## src/rtl/bsmodmul_pkg.sv

```systemverilog
// Shared definitions for the bit-serial modular multiplier.
//   state_t   : controller states (IDLE waits for isync, RUN consumes serial bits)
//   ACC_GUARD : guard bits above LEN in the reduction intermediate
//   acc_width : width of the reduction intermediate for a given operand width
package bsmodmul_pkg;

  typedef enum logic [0:0] {
    IDLE = 1'b0,
    RUN  = 1'b1
  } state_t;

  // 2r + b < 3m < 2^(LEN+2), so two guard bits hold every intermediate.
  localparam int ACC_GUARD = 2;

  function automatic int acc_width(input int len);
    return len + ACC_GUARD;
  endfunction

endpackage

```

## src/rtl/bsmodmul_step.sv

```systemverilog
// One interleaved modular-multiplication step: r_next = (2r + abit*b) mod m.
// The reduction uses two conditional subtractions. This is exact when r < m
// and b < m, because 2r + b then stays below 3m.
// Ports:
//   r      in  LEN  current accumulator
//   b      in  LEN  multiplicand
//   m      in  LEN  modulus
//   abit   in  1    current serial multiplier bit
//   r_next out LEN  reduced accumulator
module bsmodmul_step
  import bsmodmul_pkg::*;
#(
  parameter int LEN = 5
) (
  input  logic [LEN-1:0] r,
  input  logic [LEN-1:0] b,
  input  logic [LEN-1:0] m,
  input  logic           abit,
  output logic [LEN-1:0] r_next
);

  localparam int AW = acc_width(LEN);

  logic [AW-1:0] m_ext;
  logic [AW-1:0] sum;
  logic [AW-1:0] sub1;

  // Double, add the partial product, then reduce twice.
  always_comb begin
    m_ext = {{(AW-LEN){1'b0}}, m};
    sum   = {{(AW-LEN-1){1'b0}}, r, 1'b0}
          + (abit ? {{(AW-LEN){1'b0}}, b} : {AW{1'b0}});
    if (sum >= m_ext) begin
      sub1 = sum - m_ext;
    end else begin
      sub1 = sum;
    end
    if (sub1 >= m_ext) begin
      r_next = LEN'(sub1 - m_ext);
    end else begin
      r_next = sub1[LEN-1:0];
    end
  end

endmodule

```

## src/rtl/bsmodmul_var.sv

```systemverilog
// Bit-serial modular multiplier with a runtime modulus: q = (a*b) mod m.
// The multiplier a arrives serially, MSB first. isync marks its first bit and
// samples b and m. The result appears LEN cycles after isync with a one-cycle
// osync pulse. An isync during RUN aborts the current operation and restarts.
// Ports:
//   clk   in  1    clock, rising edge
//   reset in  1    synchronous active-high reset
//   a     in  1    serial multiplier bit
//   b     in  LEN  multiplicand (sampled with isync)
//   m     in  LEN  modulus (sampled with isync)
//   isync in  1    start strobe, aligned with a[LEN-1]
//   q     out LEN  result, held until the next result
//   osync out 1    result-valid pulse
//   busy  out 1    operation in progress
//   err   out 1    operand error (m < 2 or b >= m), qualified by osync
module bsmodmul_var
  import bsmodmul_pkg::*;
#(
  parameter int LEN = 5
) (
  input  logic           clk,
  input  logic           reset,
  input  logic           a,
  input  logic [LEN-1:0] b,
  input  logic [LEN-1:0] m,
  input  logic           isync,
  output logic [LEN-1:0] q,
  output logic           osync,
  output logic           busy,
  output logic           err
);

  localparam int CW = $clog2(LEN);

  state_t         state, state_n;
  logic [CW-1:0]  cnt, cnt_n;
  logic [LEN-1:0] r, r_n;
  logic [LEN-1:0] b_reg, b_n;
  logic [LEN-1:0] m_reg, m_n;
  logic           bad, bad_n;
  logic [LEN-1:0] q_n;
  logic           osync_n, busy_n, err_n;

  logic [LEN-1:0] step_r, step_b, step_m, step_out;

  // isync starts from r = 0 using the live b/m; otherwise use the registered operands.
  always_comb begin
    if (isync) begin
      step_r = {LEN{1'b0}};
      step_b = b;
      step_m = m;
    end else begin
      step_r = r;
      step_b = b_reg;
      step_m = m_reg;
    end
  end

  bsmodmul_step #(.LEN(LEN)) u_step (
    .r      (step_r),
    .b      (step_b),
    .m      (step_m),
    .abit   (a),
    .r_next (step_out)
  );

  // Next-state and output logic.
  always_comb begin
    state_n = state;
    cnt_n   = cnt;
    r_n     = r;
    b_n     = b_reg;
    m_n     = m_reg;
    bad_n   = bad;
    q_n     = q;
    osync_n = 1'b0;
    busy_n  = busy;
    err_n   = err;
    if (isync) begin
      // A start has priority in either state; a running operation is dropped.
      b_n     = b;
      m_n     = m;
      bad_n   = (m < LEN'(2)) || (b >= m);
      r_n     = step_out;
      cnt_n   = CW'(1);
      state_n = RUN;
      busy_n  = 1'b1;
    end else begin
      case (state)
        IDLE: begin
          busy_n = 1'b0;
        end
        RUN: begin
          r_n = step_out;
          if (cnt == CW'(LEN - 1)) begin
            state_n = IDLE;
            cnt_n   = {CW{1'b0}};
            busy_n  = 1'b0;
            osync_n = 1'b1;
            err_n   = bad;
            q_n     = bad ? {LEN{1'b0}} : step_out;
          end else begin
            cnt_n = cnt + CW'(1);
          end
        end
        default: begin
          state_n = IDLE;
          cnt_n   = {CW{1'b0}};
          busy_n  = 1'b0;
        end
      endcase
    end
  end

  // State and output registers.
  always_ff @(posedge clk) begin
    if (reset) begin
      state <= IDLE;
      cnt   <= {CW{1'b0}};
      r     <= {LEN{1'b0}};
      b_reg <= {LEN{1'b0}};
      m_reg <= {LEN{1'b0}};
      bad   <= 1'b0;
      q     <= {LEN{1'b0}};
      osync <= 1'b0;
      busy  <= 1'b0;
      err   <= 1'b0;
    end else begin
      state <= state_n;
      cnt   <= cnt_n;
      r     <= r_n;
      b_reg <= b_n;
      m_reg <= m_n;
      bad   <= bad_n;
      q     <= q_n;
      osync <= osync_n;
      busy  <= busy_n;
      err   <= err_n;
    end
  end

endmodule

```

## config.mk

```make
export PLATFORM = sky130hd
export DESIGN_NAME = bsmodmul_var
export DESIGN_NICKNAME = d
export VERILOG_FILES = /design/src/rtl/bsmodmul_pkg.sv /design/src/rtl/bsmodmul_step.sv /design/src/rtl/bsmodmul_var.sv
export SDC_FILE = /design/constraint.sdc
export NUM_CORES = 1
export LEC_CHECK = 0
export ABC_AREA = 1
export CAP_MARGIN = 20
export CORE_MARGIN = 5
export CORE_UTILIZATION = 40
export CTS_CLUSTER_SIZE = 16
export DETAILED_ROUTE_END_ITERATION = 10
export PLACE_DENSITY_LB_ADDON = 0.3
export SETUP_SLACK_MARGIN = 0.5
export SLEW_MARGIN = 40
export SYNTH_ARGS = -nofsm -noshare
export SYNTH_HDL_FRONTEND = slang
export SYNTH_SLANG_ARGS = --single-unit
```

## constraint.sdc

```tcl
create_clock -name clk -period 4.7 [get_ports clk]
set_input_delay 0.94 -clock clk [delete_from_list [all_inputs] [get_ports clk]]
set_output_delay 0.94 -clock clk [all_outputs]
set_load 0.02 [all_outputs]
```

======== After elaboration in Yosys (flattened, before gate mapping) ========
Index checks and enable logic that the tools add are counted.
Widths: inputs -> output; s select.
operators by class
  $lt $le $gt $ge ......................... 4
  multiplexer cells ....................... 19
  eq/ne operators ......................... 2
  bitwise operators ....................... 2
  reduce and logical (&&, ||, !) cells .... 5
  add/sub/neg operators ................... 4
operators with widths
  cell                 number
  $mux 5               8
  $ge 7x5->1           2
  $mux 1               8
  $add 6x7->7          1
  $mux 7               1
  $sub 7x5->7          1
  $ge 5x5->1           1
  $lt 5x2->1 const B   1
  $sub 5x5->5          1
  $add 3x1->3 const B  1
  $eq 3x3->1 const B   1
  $mux 3               1
  $ne 3x2->1 const B   1
  $reduce_and 3->1     1
  $reduce_or 3->1      1
  $not 1->1            2
  $pmux 1 s2           1
  $reduce_bool 2->1    1
  $reduce_or 2->1      1
  $logic_or 1x1->1     1
storage, ports and cells
  word-level logic and storage cells ...... 47
  register bits ........................... 28
  output and inout port bits .............. 8

======== Logic depth before layout (Yosys ltp) ========
  word-level depth ........................ 9
  depth in mapped cells ................... 34
  mapped depth without buffers ............ 32

======== Hierarchy ========
From an unflattened synthesis, not the netlist that was laid out.
unflattened totals
  cells, all modules ...................... 316
  area total of the unflattened synthesis .. 2197.1 sq um
modules (own cells, without submodules)
  module         sequential area each (sq um)  cells each  times used  area an instance (sq um)
  bsmodmul_var   560.5                         168         1           1266.2
  bsmodmul_step  0.0                           148         1           930.9

======== Worst setup path after synthesis ========
No wires, ideal clock.
  path kind ............................... in2reg
  start point ............................. in isync
  end point ............................... reg r[4]
  arrival ................................. 4.978 ns
  path slack .............................. -0.391 ns
  cell stages on the path ................. 30
  path through ............................ buf_6 -> clkbuf_1 -> mux2i_1 -> nor2_1 -> ha_1 -> fa_1 -> nand2_1 -> inv_1 -> nor2_1 -> ha_1 -> nand2_1 -> inv_1 -> nand2_1 -> nand3_2 -> nor2_8 -> nand3_4 -> nand2_1 -> nand2_1 -> inv_1 -> ha_1 -> a21oi_1 -> o21ai_1 -> nand2_1 -> nand2_1 -> a21oi_1 -> nand3_4 -> nand2_1 -> nand2_1 -> o21ai_1 -> inv_1
between the ends
  cells in the longest elaborated chain, start to end .. 9
  elaborated cells on any way between the ends .. 14
ends and longest elaborated chain
  element                                           line                                      text
  start, declared                                   bsmodmul_var.sv:26                        input logic isync,
  $mux 5                                            bsmodmul_var.sv:48                        if (isync) begin
  $mux 5                                            bsmodmul_step.sv:32                       + (abit ? {{(AW-LEN){1'b0}}, b} : {AW{1'b0}});
  $add 6x7->7                                       bsmodmul_step.sv:32
  $sub 7x5->7 / $ge 7x5->1 (equally long branches)  bsmodmul_step.sv:34, bsmodmul_step.sv:33
  $mux 7                                            bsmodmul_step.sv:33                       if (sum >= m_ext) begin
  $ge 7x5->1 / $sub 5x5->5 (equally long branches)  bsmodmul_step.sv:38, bsmodmul_step.sv:39
  $mux 5                                            bsmodmul_step.sv:38                       if (sub1 >= m_ext) begin
  $mux 5                                            bsmodmul_var.sv:89                        case (state)
  $mux 5                                            bsmodmul_var.sv:79                        if (isync) begin
  end signal, assigned                              bsmodmul_var.sv:120                       r <= {LEN{1'b0}};
  end signal, assigned                              bsmodmul_var.sv:131                       r <= r_n;
  end, declared                                     bsmodmul_var.sv:37                        logic [LEN-1:0] r, r_n;
Parallel ways exist; a longest one is shown, timed or not. The select of a mux whose other input is x is not followed.
A chain may end at the register's enable or synchronous reset.

======== Final worst setup path ========
  start point ............................. in isync
  end point ............................... reg q[4]
between the ends
  cells in the longest elaborated chain, start to end .. 8
  elaborated cells on any way between the ends .. 14
ends and longest elaborated chain
  element                                           line                                      text
  $mux 5                                            bsmodmul_var.sv:48
  $mux 5                                            bsmodmul_step.sv:32
  $add 6x7->7                                       bsmodmul_step.sv:32
  $sub 7x5->7 / $ge 7x5->1 (equally long branches)  bsmodmul_step.sv:34, bsmodmul_step.sv:33
  $mux 7                                            bsmodmul_step.sv:33
  $ge 7x5->1 / $sub 5x5->5 (equally long branches)  bsmodmul_step.sv:38, bsmodmul_step.sv:39
  $mux 5                                            bsmodmul_step.sv:38
  $mux 5                                            bsmodmul_var.sv:101                       q_n = bad ? {LEN{1'b0}} : step_out;
  end signal, assigned                              bsmodmul_var.sv:124                       q <= {LEN{1'b0}};
  end signal, assigned                              bsmodmul_var.sv:135                       q <= q_n;
  end, declared                                     bsmodmul_var.sv:27                        output logic [LEN-1:0] q,
Parallel ways exist; a longest one is shown, timed or not.

==> results.sh <==
export IMPL_yosysSeqAreaShare_pct=26.0
export IMPL_core_area_um2=5170
export IMPL_finalCriticalPeriod_ps=4260
export IMPL_wl_per_cell_um=12.9
export IMPL_worst_pin_slew_ps=782
export IMPL_regArea_um2=561
export IMPL_pwr_share_clk_pct=10.0
export IMPL_clk_latency_ps=270
export IMPL_drt_wl_total_mm=5.93
export IMPL_synth_warnings=0
export IMPL_cts_buffers=3
export IMPL_grt_pass1_vias=2094
export IMPL_drc_errors=0
export IMPL_htree_levels=1
export IMPL_seq_power_share_pct=14.7
export IMPL_gp_congestion=0.855
export IMPL_utilization_pct=63.9
export IMPL_clock_sinks=28
export IMPL_vias=2228
export IMPL_hold_violations=0
export IMPL_end_kind="register"
export IMPL_synth_simple_area_share_pct=33.9
export IMPL_slew_viol_final=0
export IMPL_grt_pass1_wl_mm=9.69
export IMPL_finClkSkew_ps=5.66
export IMPL_synthXorXnorAreaFrac_pct=3.25
export IMPL_p_leak_nw=1.57
export IMPL_r2r_cells=25
export IMPL_layout_commonest_cell="buf_4"
export IMPL_worst_setup_path_type="in -> reg"
export IMPL_grt_max_degree=25
export IMPL_power_per_cell_area_nw_per_um2=572
export IMPL_power_total_mw=1.89
export IMPL_netSwitchingPower_mw=0.841
export IMPL_ios=22
export IMPL_slew_limit_headroom_pct=47.3
export IMPL_antenna_found_initial=0
export IMPL_overflow=0
export IMPL_insertedDiodeCount=0
export IMPL_max_cap_violations=0
export IMPL_synth_fp_nets=341
export IMPL_synth_top_family_by_area="simple AND/OR/NAND/NOR gates"
export IMPL_r2r_setup_slack_ps=970
export IMPL_hold_class="reg -> reg"
export IMPL_placed_cells=428
export IMPL_die_area_um2=6950
export IMPL_syn_area_per_cell_um2=7.11
export IMPL_hold_buffers=0
export IMPL_yosys_top_cells_area="dfxtp_1, nand2_1, ha_1, inv_1, a21oi_1"
export IMPL_switching_share_pct=44.5
export IMPL_drtPass1Iterations=6
export IMPL_die_w_um=83.4
export IMPL_track_usage_pct=16.5
export IMPL_crit_path_max_fanout=6
export IMPL_synth_compound_area_share_pct=10.4
export IMPL_hpwl_mm=4.32
export IMPL_placed_area_um2=2800
export IMPL_multiInputGateArea_um2=1720
export IMPL_die_h_um=83.4
export IMPL_syn_area_um2=2150
export IMPL_crit_required_ps=4910
export IMPL_rows=26
export IMPL_cts_tree="done"
export IMPL_place_ws_ps=-516
export IMPL_synth_largest_area_cell="dfxtp_1"
export IMPL_rsz0062_at_grt="yes"
export IMPL_ys_ff_latch=28
export IMPL_timing_fmax_ghz=0.235
export IMPL_peakVddDrop_mv=0.504
export IMPL_start_util_pct=41.6
export IMPL_synth_fa_ha_area_share_pct=15.0
export IMPL_drive_gt1_share_pct=40.2
export IMPL_root_buffer="clkbuf_8"
export IMPL_final_cell_mix="buf_4, nand2_1, inv_1, dfxtp_1, nand2_2"
export IMPL_ant_nets=0
export IMPL_fin_ws_ps=442
export IMPL_holdWs_ps=472
export IMPL_critPathLaunchType="input port"
export IMPL_path_clk_slew_ps=100
export IMPL_nets=427
export IMPL_outcome="finished clean"
export IMPL_holdPathStages=2
export IMPL_setup_viol=0
export IMPL_n_fill_cell=412
export IMPL_muxShareOfSynthArea_pct=1.86
export IMPL_io_buffers=21
export IMPL_clockBufferDepth=2
export IMPL_yosys_area_top_type_share_pct=26.0
export IMPL_design_area_um2=3300
export IMPL_p_int_mw=1.05
export IMPL_drt_iter0_markers=121
export IMPL_comb_power_share_pct=75.3
export IMPL_period_share_pct=90.6
export IMPL_syn2layout_area_growth_pct=53.5
export IMPL_synthCells=303
export IMPL_synth_distinct_cells=30
export IMPL_vias_per_cell=4.86
export IMPL_crit_arrival_ps=4470
export IMPL_tns_ps=0
export IMPL_stdcell_count=458
synth_stat cells:
master / number
nand3_1: 12
nand4_1: 11
nor3_2: 1
nor2_4: 2
nand3b_1: 1
o21ai_0: 7
buf_6: 1
nor2_8: 1
clkbuf_1: 4
nor2_1: 28
a21oi_1: 21
or2_4: 1
nor3_1: 3
dfxtp_1: 28
nand2_1: 76
inv_4: 1
a31oi_1: 3
nand3_2: 3
xnor2_1: 4
mux2i_1: 4
o21a_1: 5
xor2_1: 4
fa_1: 3
nand3_4: 3
a211oi_1: 1
o21ai_1: 4
inv_1: 45
nand2_4: 4
inv_2: 1
ha_1: 21
worst paths after layout:
path | start | endpoint
worst max-delay path | isync | q[4]
worst min-delay path | m_reg[0] | m_reg[0]
worst max register to register | b_reg[1] | q[4]
worst min register to register | m_reg[0] | m_reg[0]
per-layer routing:
metal | vias up | global-route usage (%) | wire length, um
met1 | 1019 | 21.7 | 2610
met4 | 0 | 4.61 | 129
met3 | 14 | 2.97 | 205
li1 | 1150 | - | -
met2 | 45 | 27.6 | 2980
met5 | - | 0 | 0
worst max-delay path, stage by stage:
cell and delay, ps:
buf_12 110, mux2i_4 230, nor2_2 60, ha_2 190, fa_2 560, ha_4 220
nand2_1 120, nor2_4 50, nand2_2 80, nand3_4 100, nor2_8 140, nand3_4 120
nand2_2 100, nand2_2 60, inv_2 70, ha_4 210, a21oi_2 140, o21ai_2 70
nand2_1 80, nand2_2 60, a21oi_4 220, buf_4 150, nand4_1 130, nand2_2 90
nand2_1 50, a21oi_1 130
kinds of logic after synthesis:
| group | count (synthesis) |
|---|---|
| XOR/XNOR | 8 |
| AO/OA/AOI/OAI | 41 |
| multiplexers | 4 |
| adder cells (fa/ha/maj) | 24 |
| flip-flops | 28 |
| AND/OR/NAND/NOR | 146 |
| buffers and inverters | 52 |
final cells by class:
type                            count  area share [%]
Multi-Input combinational cell    223            52.0
Timing Repair Buffer               86            20.8
Sequential cell                    28            17.0
Inverter                           47            5.49
Tap cell                           70            2.65
Clock buffer                        3            1.25
Clock inverter                      1           0.909
repair_timing:
item	4_1_cts	5_1_grt
pin swaps	37	37
setup endpoints to repair	10	10
gates resized for setup	42	46
setup buffers	21	5
power by group through the flow:
stage | clock network, mW | logic (mW) | registers (mW)
floorplan | 0 | 0.762 | 0.279
global placement | 0 | 1.10 | 0.281
detailed placement | 0 | 1.11 | 0.282
CTS | 0.193 | 1.21 | 0.276
global route | 0.202 | 1.56 | 0.280
finish | 0.190 | 1.42 | 0.277
Note: power is estimated with default switching activity, not from simulation.
